===== src/rtl/mem_access_unit.sv =====
// MEM-stage load/store engine: turns one pipeline memory request into an SRAM-like bus transaction.
// Optional bus watchdog enabled by defining MEM_TIMEOUT_EN (limit set by TIMEOUT_CYCLES).
module mem_access_unit #(
    parameter int TIMEOUT_CYCLES = 255
) (
    input  logic        clk,
    input  logic        rst,
    input  logic        valid_i,
    input  logic        MemWrite_i,
    input  logic        MemtoReg_i,
    input  logic [2:0]  MemReadType_i,
    input  logic [31:0] addr_i,
    input  logic [31:0] wdata_i,
    input  logic        flush_i,
    output logic        data_req,
    output logic        data_wr,
    output logic [1:0]  data_size,
    output logic [31:0] data_addr,
    output logic [31:0] data_wdata,
    input  logic        data_addr_ok,
    input  logic        data_data_ok,
    input  logic [31:0] data_rdata,
    output logic [31:0] rdata_o,
    output logic        done_o,
    output logic        stall_o,
    output logic [2:0]  exception,
    output logic [31:0] badvaddr_o
);
    typedef enum logic [1:0] {IDLE, REQ, WAIT, RESP} state_t;

    state_t      state_reg, state_next;
    logic        wr_reg, sign_reg, flushed_reg;
    logic [1:0]  size_reg;
    logic [31:0] addr_reg, wdata_reg, rdata_reg;

    logic        accept, misaligned, tmo_hit, load_capture;
    logic [1:0]  in_size;
    logic [7:0]  byte_lane;
    logic [15:0] half_lane;
    logic [31:0] load_data, in_wdata;
    logic        stall_comb;
    logic [2:0]  exc_comb;
    logic [31:0] bad_comb;

    assign accept     = (state_reg == IDLE) & valid_i & (MemWrite_i | MemtoReg_i) & ~flush_i;
    assign in_size    = (MemReadType_i[1:0] == 2'b11) ? 2'b10 : MemReadType_i[1:0];
    assign misaligned = ((in_size == 2'b01) & addr_i[0]) | ((in_size == 2'b10) & (|addr_i[1:0]));

    always_comb begin
        case (in_size)
            2'b00:   in_wdata = {4{wdata_i[7:0]}};
            2'b01:   in_wdata = {2{wdata_i[15:0]}};
            default: in_wdata = wdata_i;
        endcase
    end

    always_comb begin
        case (addr_reg[1:0])
            2'b00:   byte_lane = data_rdata[7:0];
            2'b01:   byte_lane = data_rdata[15:8];
            2'b10:   byte_lane = data_rdata[23:16];
            default: byte_lane = data_rdata[31:24];
        endcase
        half_lane = addr_reg[1] ? data_rdata[31:16] : data_rdata[15:0];
        case (size_reg)
            2'b00:   load_data = {{24{sign_reg & byte_lane[7]}}, byte_lane};
            2'b01:   load_data = {{16{sign_reg & half_lane[15]}}, half_lane};
            default: load_data = data_rdata;
        endcase
    end

`ifdef MEM_TIMEOUT_EN
    localparam logic [31:0] TMO_LAST = 32'(TIMEOUT_CYCLES - 1);
    logic [31:0] cnt_reg;

    always_ff @(posedge clk or posedge rst) begin
        if (rst)
            cnt_reg <= '0;
        else if (accept && !misaligned)
            cnt_reg <= '0;
        else if (state_reg == REQ || state_reg == WAIT)
            cnt_reg <= cnt_reg + 32'd1;
    end

    assign tmo_hit = (state_reg == REQ || state_reg == WAIT) && (cnt_reg == TMO_LAST);
`else
    // No watchdog in this build: never fires for any legal limit.
    assign tmo_hit = (TIMEOUT_CYCLES < 0);
`endif

    always_comb begin
        state_next   = state_reg;
        data_req     = 1'b0;
        done_o       = 1'b0;
        stall_comb   = 1'b0;
        exc_comb     = 3'b000;
        bad_comb     = '0;
        load_capture = 1'b0;
        case (state_reg)
            IDLE: begin
                if (accept) begin
                    if (misaligned) begin
                        exc_comb = MemWrite_i ? 3'b101 : 3'b100;
                        bad_comb = addr_i;
                    end else begin
                        stall_comb = 1'b1;
                        state_next = REQ;
                    end
                end
            end
            REQ: begin
                stall_comb = 1'b1;
                if (flush_i) begin
                    state_next = IDLE;
                end else begin
                    data_req = 1'b1;
                    if (data_addr_ok) begin
                        state_next   = data_data_ok ? RESP : WAIT;
                        load_capture = data_data_ok & ~wr_reg;
                    end else if (tmo_hit) begin
                        stall_comb = 1'b0;
                        exc_comb   = 3'b110;
                        bad_comb   = addr_reg;
                        state_next = IDLE;
                    end
                end
            end
            WAIT: begin
                stall_comb = 1'b1;
                if (data_data_ok) begin
                    // A flushed transaction drains silently straight back to IDLE.
                    if (flushed_reg || flush_i) begin
                        state_next = IDLE;
                    end else begin
                        state_next   = RESP;
                        load_capture = ~wr_reg;
                    end
                end else if (tmo_hit) begin
                    stall_comb = 1'b0;
                    exc_comb   = 3'b110;
                    bad_comb   = addr_reg;
                    state_next = IDLE;
                end
            end
            default: begin
                done_o     = 1'b1;
                state_next = IDLE;
            end
        endcase
    end

    // Input-driven outputs are held quiet while reset is asserted.
    assign stall_o    = rst ? 1'b0 : stall_comb;
    assign exception  = rst ? 3'b000 : exc_comb;
    assign badvaddr_o = rst ? 32'd0 : bad_comb;

    always_ff @(posedge clk or posedge rst) begin
        if (rst) begin
            state_reg   <= IDLE;
            wr_reg      <= 1'b0;
            sign_reg    <= 1'b0;
            size_reg    <= 2'b00;
            addr_reg    <= '0;
            wdata_reg   <= '0;
            rdata_reg   <= '0;
            flushed_reg <= 1'b0;
        end else begin
            state_reg <= state_next;
            if (accept && !misaligned) begin
                wr_reg      <= MemWrite_i;
                sign_reg    <= MemReadType_i[2];
                size_reg    <= in_size;
                addr_reg    <= addr_i;
                wdata_reg   <= in_wdata;
                flushed_reg <= 1'b0;
            end else if (state_reg == WAIT && flush_i) begin
                flushed_reg <= 1'b1;
            end
            if (load_capture)
                rdata_reg <= load_data;
        end
    end

    assign data_wr    = wr_reg;
    assign data_size  = size_reg;
    assign data_addr  = addr_reg;
    assign data_wdata = wdata_reg;
    assign rdata_o    = rdata_reg;
endmodule

===== config.mk =====
export PLATFORM = sky130hd
export DESIGN_NAME = mem_access_unit
export DESIGN_NICKNAME = d
export VERILOG_FILES = /design/src/rtl/mem_access_unit.sv
export SDC_FILE = /design/constraint.sdc
export NUM_CORES = 1
export LEC_CHECK = 0
export ABC_AREA = 1
export BUFFER_PORTS_ARGS = -buffer_cell sky130_fd_sc_hd__buf_2
export CORE_MARGIN = 2
export CORE_UTILIZATION = 48
export DETAILED_ROUTE_END_ITERATION = 10
export GPL_TIMING_DRIVEN = 0
export PLACE_DENSITY = 0.82
export SYNTH_ARGS = -nofsm -noshare
export SYNTH_HDL_FRONTEND = slang
export SYNTH_SLANG_ARGS = --single-unit

===== constraint.sdc =====
create_clock -name clk -period 4.44 [get_ports clk]
set_input_delay 0.222 -clock clk [delete_from_list [all_inputs] [get_ports clk]]
set_output_delay 0.222 -clock clk [all_outputs]
set_load 0.02 [all_outputs]

# --- Word level (Yosys, flattened, before mapping) ---
# Index checks and enable logic that the tools add are counted.
word_totals:
  mem_count: 0
  romBits: 0
  output_inout_bits: 137
  ram_bits: 0
  register_bits: 103
  word_cells: 81
  latchBits: 0
  inputBits: 107
op_classes:
  n_lt_le_gt_ge: 0
  add_sub_neg: 0
  n_shift: 0
  multipliers: 0
  bitwise: 12
  n_eq_ne: 12
  mux: 36
  n_reduce_logical: 13
  div: 0
ops:
  columns: ["op", "n"]
  rows:
  - ["32-bit two-way mux", 4]
  - ["32-bit case mux with 2 select lines", 2]
  - ["8-bit case mux with 3 select lines", 1]
  - ["16-bit two-way mux", 1]
  - ["1-bit two-way mux", 14]
  - ["2-bit two-way mux", 7]
  - ["3-bit two-way mux", 4]
  - ["1-bit bitwise AND", 8]
  - ["2-bit by 1-bit equality test with 1-bit output, second input constant", 4]
  - ["2-bit equality test, second input constant", 4]
  - ["2-bit logical NOT", 4]
  - ["2-bit != test, second input constant", 3]
  - ["2-bit case mux with 3 select lines", 1]
  - ["1-bit case mux with 2 select lines", 2]
  - ["4-bit AND reduction", 1]
  - ["2-bit OR reduction", 2]
  - ["3-bit != test, second input constant", 1]
  - ["3-bit OR reduction", 1]
  - ["1-bit logical AND", 2]
  - ["1-bit inverter", 2]
  - ["1-bit OR", 2]
  - ["2-bit nonzero test", 1]
  - ["1-bit logical NOT", 1]
  - ["1-bit logical OR", 1]

# --- Depth between registers and ports, before layout ---
# Gate-level depths: netlist of the first run.
logic_depth:
  depth_word: 9
  ltp_mapped: 11
  ltp_nobuf: 10

# --- Least setup slack after synthesis of the first run ---
# No wires, ideal clock.
synth_timing:
  kind: "input port to output port"
  startpoint: "input rst"
  endpoint: "output badvaddr_o[22]"
  n_path_buf: 1
  t_required_ns: 4.218
  t_arrival_ns: 3.312
  slack_ns: 0.906
  cell_stages: 4
  cell_sequence: "inv_1 -> nand3_2 -> buf_2 -> nor2_1"
synth_via:
  elab_chain_len: 1
synth_rtl:
  columns: ["element", "line_no", "text"]
  rows:
  - ["start: declaration", "7", "input logic rst,"]
  - ["32-bit two-way mux", "155", "assign badvaddr_o = rst ? 32'd0 : bad_comb;"]
  - ["end: declaration", "27", "output logic [31:0] badvaddr_o"]
# No other way between the ends.

# --- Worst setup path after layout of the first run ---
layout_timing:
  startpoint: "input rst"
  endpoint: "output badvaddr_o[20]"
# Same word-level chain as after synthesis.

==> results.toml, run 1 <==
[logic_synthesis]
synth_cell_types = 32
yosysWarnings = 0
post_synth.cell_area_avg_um2 = 7.453
yosysSeqAreaShare_pct = 48.03
synth_area_leader_cell = "dfrtp_1"
yosysMostFrequentCell = "nand2_1"
syn_nets = 831
synth_top_area_share_pct = 48.03
synth_edf_count = 0
synthCells = 720
ys_seq_elements = 103
ys.flop_type = "dfrtp_1"
async_flop_share_pct = 100.0
yosys-top-cells-area = "dfrtp_1 (48%), nand2_1 (17%), o21ai_0 (6.0%), inv_1 (5.8%), nor2_1 (5.2%)"
syn-cell-area_mm2 = 0.005366
synth_commonest_cells = "nand2_1 (237), dfrtp_1 (103), inv_1 (83)"

[sta]
maxSlewHeadroom_pct = 60.01
hold_viol_final = 0
clock_skew_ps = 12.60
setup_viol = 0
setup_ws_ps = 1759
tns_ps = 0
finalCritPeriodShare_pct = 60.38
rsz0062_at_grt = "no"
worst_pin_slew_ps = 599.9
fmax_ghz = 0.3730
period_needed_ps = 2681
slew_violations = 0

[clock_network]
insertion_delay_ps = 360
numCtsBuffers = 9
htreeDepth = 3
cts_tree = "built"
clock-root-buffer = "clkbuf_8"
post_cts.repair.setup_buffers = 0
numClockSinks = 103
cts.clk_slew.worst_paths_ps = 100
cts_buffer_depth = 2

[grt]
grt_pass1_wl_um = 26160
grt_pass1_vias = 5293
antenna_found_initial = 1
track_usage_pct = 28.40
overflow = 0
grt_max_degree = 60

[route]
drt.antenna.violating_nets = 0
drc = 0
drt-total-wl_um = 16760
wl_per_cell_um = 14.98
via_per_inst = 5.032
first_pass_iters = 8
first_iter_violations = 521
dr_total_vias = 5631

[placement]
io_buffers = 241
dp.final_hpwl_um = 12930
dp.cells = 1102
dpl_worst_slack_ps = 2252
gp_congestion = 0.9367

[cells_and_area]
drive_above_1_share_pct = 32.79
nets = 1085
area_delta_synth_final_pct = 30.43
diodes = 0
instances_no_fill = 1119
final_util_pct = 64.28
fill_cells = 956

[power]
leakage_nw = 4.234
vdd_drop_max_mv = 0.3981
p_per_area_mw_per_mm2 = 662.3

[floorplanning]
die_area_mm2 = 0.01204
die_y_um = 109.7
start_util_pct = 49.29
die_width_um = 109.7
ioPinCount = 244
rows = 38
core_mm2 = 0.01089

[setup_path]
ff2ff_setup_slack_ps = 2530
worstSetupPathType = "input pin to output port"
crit_required_ps = 4220
cp-end-kind = "output port"
regToRegEndpoint = "rdata_o[16]$_DFFE_PP0P_"
startpoint_type = "input pin"
crit_arrival_ps = 2460
rr_worst_depth = 9
regToRegStartpoint = "state_reg[1]$_DFFE_PP0P_"
worst-path-max-fanout = 59

[job]
cap_viol_max_count = 0

[min_path]
min_from = "MemReadType_i[2]"
hold_end = "sign_reg$_DFFE_PP0P_"
hold_path_class = "input pin to register"
hold_depth = 3

[run_status]
status = "finished, final reports clean"
## metrics by stage
step           cell area, um2  hold WS (ps)  total power, mW
2_1_floorplan            5366         343.0            3.163
3_3_place_gp             6748         442.6            3.948
3_5_place_dp             6778         334.1            3.999
4_1_cts                  6999         70.55            4.637
5_1_grt                  6999         92.53            4.965
6_report                 6999         76.59            4.635
## placed cells by master, fill, tap and decap left out, types with 3 or more instances in the layout
| cell | count |
|---|---|
| nor2_1 | 74 |
| o21ai_2 | 11 |
| clkbuf_8 | 10 |
| inv_2 | 3 |
| buf_2 | 259 |
| dfrtp_1 | 103 |
| nand2_1 | 237 |
| o21ai_1 | 11 |
| nand2_2 | 7 |
| inv_6 | 4 |
| buf_4 | 3 |
| inv_1 | 82 |
| clkbuf_1 | 6 |
| o21ai_0 | 64 |
| buf_1 | 3 |
| nand3_1 | 16 |
| a21oi_1 | 48 |
| buf_6 | 6 |
| ha_1 | 4 |
| a21oi_2 | 4 |
| nor3_1 | 3 |
## layout make-up
class,instances,area [um2],share of cell area (%)
Sequential cell,103,2577,36.83
Clock inverter,6,73.82,1.055
Clock buffer,10,137.6,1.966
Inverter,88,337.8,4.827
Timing Repair Buffer,243,1244,17.77
Buffer,37,229.0,3.271
Tap cell,140,175.2,2.503
Multi-Input combinational cell,492,2225,31.78
## worst max-delay path, cell delays in order
cell           delay (ps)
dlygate4sd3_1         530
buf_2                 130
inv_4                 430
buf_16                350
nand3_2               220
buf_2                 260
nor2_1                110
buf_2                 170
## worst max path at each step
stage	startpoint	end	slack [ps]
after detailed placement	rst	badvaddr_o[20]	2250
after floorplan	rst	badvaddr_o[22]	910
after CTS	rst	badvaddr_o[20]	1700
after global placement	rst	badvaddr_o[14]	-360
after global routing	rst	badvaddr_o[13]	1490
final	rst	badvaddr_o[20]	1760
## power by group
part           switching (mW)  internal (mW)  total, mW
Clock                   0.351          0.285      0.636
Sequential              0.264           1.40       1.66
Combinational            1.56          0.777       2.34
## routing by layer
metal  up-vias  global-route usage (%)  share of wire (%)
li1       2735                       -                  -
met5         -                       0                  0
met1      2557                   36.45                 41
met2       283                   45.11                 46
met3        56                   6.698                8.5
met4         0                   13.92                4.0
## cells by family (layout without fill, tap and decap cells)
family | Yosys count | count (layout) | synth area share, %
DFF | 103 | 103 | 48.03
AOI/OAI and AO/OA | 141 | 141 | 14.43
adders and majority gates | 4 | 4 | 0.9327
and+or+nand+nor | 346 | 346 | 26.02
buffers and inverters | 125 | 384 | 10.52
other | 1 | 1 | 0.06988
## repair_timing
action,in CTS,in global routing
gates resized for setup,0,0
endpoints found under the hold margin,46,0
endpoints found under the setup margin,0,0
hold buffers,1,0
Note: power is estimated with default switching activity, not from simulation.
==> run 2: changes to the inputs <==
Settings changed: ABC_AREA 1 to 0, CORE_UTILIZATION 48 to 47, PLACE_DENSITY 0.82 to 0.8.
Clock period 4.44 ns to 2.6 ns, I/O delays scaled along.
==> results.toml, run 2 <==
[run_status]
status = "finished, final reports clean"

[sta]
hold_viol_final = 0
worst_pin_slew_ps = 722.6
tns_ps = 0
slew_violations = 0
holdWs_ps = 16.99
finalCritPeriodShare_pct = 93.19
setup_viol = 0
maxSlewHeadroom_pct = 51.73
fmax_ghz = 0.4127
period_needed_ps = 2423
rsz0062_at_grt = "no"
clock_skew_ps = 11.34

[clock_network]
clock-root-buffer = "clkbuf_8"
numClockSinks = 103
post_cts.repair.setup_buffers = 0
htreeDepth = 3
numCtsBuffers = 9
cts_tree = "built"
insertion_delay_ps = 380
cts_buffer_depth = 2
cts.clk_slew.worst_paths_ps = 100

[cells_and_area]
area_delta_synth_final_pct = 38.83
diodes = 0
nets = 984
final_cell_mix = "buf_2 (256), nand2_1 (205), dfrtp_1 (103)"
final_util_pct = 66.97
final_common_cell = "buf_2"
drive_above_1_share_pct = 35.31

[logic_synthesis]
ys_seq_elements = 103
synth_area_leader_cell = "dfrtp_1"
post_synth.cell_area_avg_um2 = 9.041
synth_commonest_cells = "nand2_1 (205), dfrtp_1 (103), o21ai_0 (36)"
synth_top_area_share_pct = 49.07
yosysMostFrequentCell = "nand2_1"
syn_nets = 692
yosysSeqAreaShare_pct = 49.07
synth_edf_count = 0
async_flop_share_pct = 100.0
ys.flop_type = "dfrtp_1"
yosysWarnings = 0
yosys-top-cells-area = "dfrtp_1 (49%), nand2_1 (15%), mux2i_1 (6.1%), and2_1 (4.0%), o21ai_0 (3.4%)"
synthCells = 581
synth_cell_types = 50
syn-cell-area_mm2 = 0.005253

[min_path]
hold_depth = 3
min_from = "wdata_i[1]"
hold_end = "data_wdata[1]$_DFFE_PP0P_"
hold_path_class = "input pin to register"

[floorplanning]
start_util_pct = 48.24
core_mm2 = 0.01089
rows = 38
die_y_um = 109.7
die_area_mm2 = 0.01204
die_width_um = 109.7
ioPinCount = 244

[route]
drt-total-wl_um = 17230
drt.antenna.violating_nets = 0
via_per_inst = 5.218
first_iter_violations = 305
dr_total_vias = 5312
wl_per_cell_um = 16.93
drc = 0
first_pass_iters = 4

[grt]
grt_pass1_wl_um = 25950
grt_max_degree = 37
overflow = 0
antenna_found_initial = 0
grt_pass1_vias = 5205
track_usage_pct = 28.38

[setup_path]
startpoint_type = "register"
worstSetupPathType = "register to output port"
worst-path-max-fanout = 10
regToRegEndpoint = "rdata_o[30]$_DFFE_PP0P_"
cp-startpoint = "state_reg[0]$_DFFE_PP0P_"
regToRegStartpoint = "state_reg[0]$_DFFE_PP0P_"
crit_arrival_ps = 2290
cp-end-kind = "output port"
crit_required_ps = 2470
ff2ff_setup_slack_ps = 600
rr_worst_depth = 7

[placement]
gp_congestion = 0.9155
dp.final_hpwl_um = 12430
io_buffers = 240

[job]
cap_viol_max_count = 0

[power]
p_per_area_mw_per_mm2 = 1035
leakage_nw = 3.939
p_total_mw = 7.551
vdd_drop_max_mv = 0.5762
==> run 2: routing by layer <==
layer	wire, um	global-route usage (%)	vias to the layer above
li1	-	-	2526
met1	6762	32.95	2488
met2	8686	49.96	260
met3	1304	6.224	38
met4	477	12.48	0
met5	0	2.232	-
==> run 2: power breakdown <==
group          leakage (nW)  internal (mW)  switching (mW)
combinational          2.50           1.28            2.38
sequential             1.32           2.31           0.424
clock                 0.117          0.576           0.579
total                  3.94           4.17            3.38
==> run 2: final cells by class <==
class                      count  area [um2]
clock buffer                  10       137.6
sequential                   103        2577
timing repair buffer         281        1632
inverter                       8       33.78
clock inverter                 6       91.34
buffer                        40       230.2
multi-input combinational    430        2415
fill                         869        3596
tap                          140       175.2
==> run 2: how the worst max path moves through the flow <==
stage / endpoint / depth (start not counted) / slack (ps)
after global routing: badvaddr_o[7] / 7 / 10
after detailed placement: badvaddr_o[13] / 7 / 630
final: badvaddr_o[7] / 7 / 180
after global placement: data_wdata[16]$_DFFE_PP0P_ / 2 / 480
after floorplan: stall_o / 7 / 800
after CTS: badvaddr_o[13] / 7 / 180
==> run 2: kinds of logic (layout without fill, tap and decap cells) <==
| kind of cell | count (synthesis) | after routing | synth area share, % |
|---|---|---|---|
| flops | 103 | 103 | 49.07 |
| fa+ha+maj | 4 | 4 | 0.9529 |
| mux | 34 | 34 | 6.789 |
| other cells | 1 | 1 | 0.07139 |
| buf+inv | 48 | 345 | 4.955 |
| compound gates | 113 | 113 | 14.60 |
| simple gates | 278 | 278 | 23.56 |
==> run 2: metrics by stage <==
| step | setup WS (ps) | cells | cell area (um2) |
|---|---|---|---|
| after global placement | 475.5 | 961 | 6633 |
| final | 177.0 | 1018 | 7292 |
| after floorplan | 795.2 | 581 | 5256 |
| after detailed placement | 627.3 | 963 | 6673 |
| after CTS | 184.1 | 1017 | 7282 |
| after global routing | 11.32 | 1018 | 7292 |
==> run 2: worst max-delay path: stages, from the launching register on <==
cell and delay, ps:
dfrtp_1 420, inv_1 110, ha_1 190, nor2b_1 220
and4_1 400, buf_4 220, and2_1 160, buf_2 180
==> run 2: timing repair <==
action / in CTS / in global routing
hold buffers: 38 / 1
resized for setup: 0 / 0
endpoints found under the hold margin: 69 / 1
setup endpoints to repair: 0 / 0
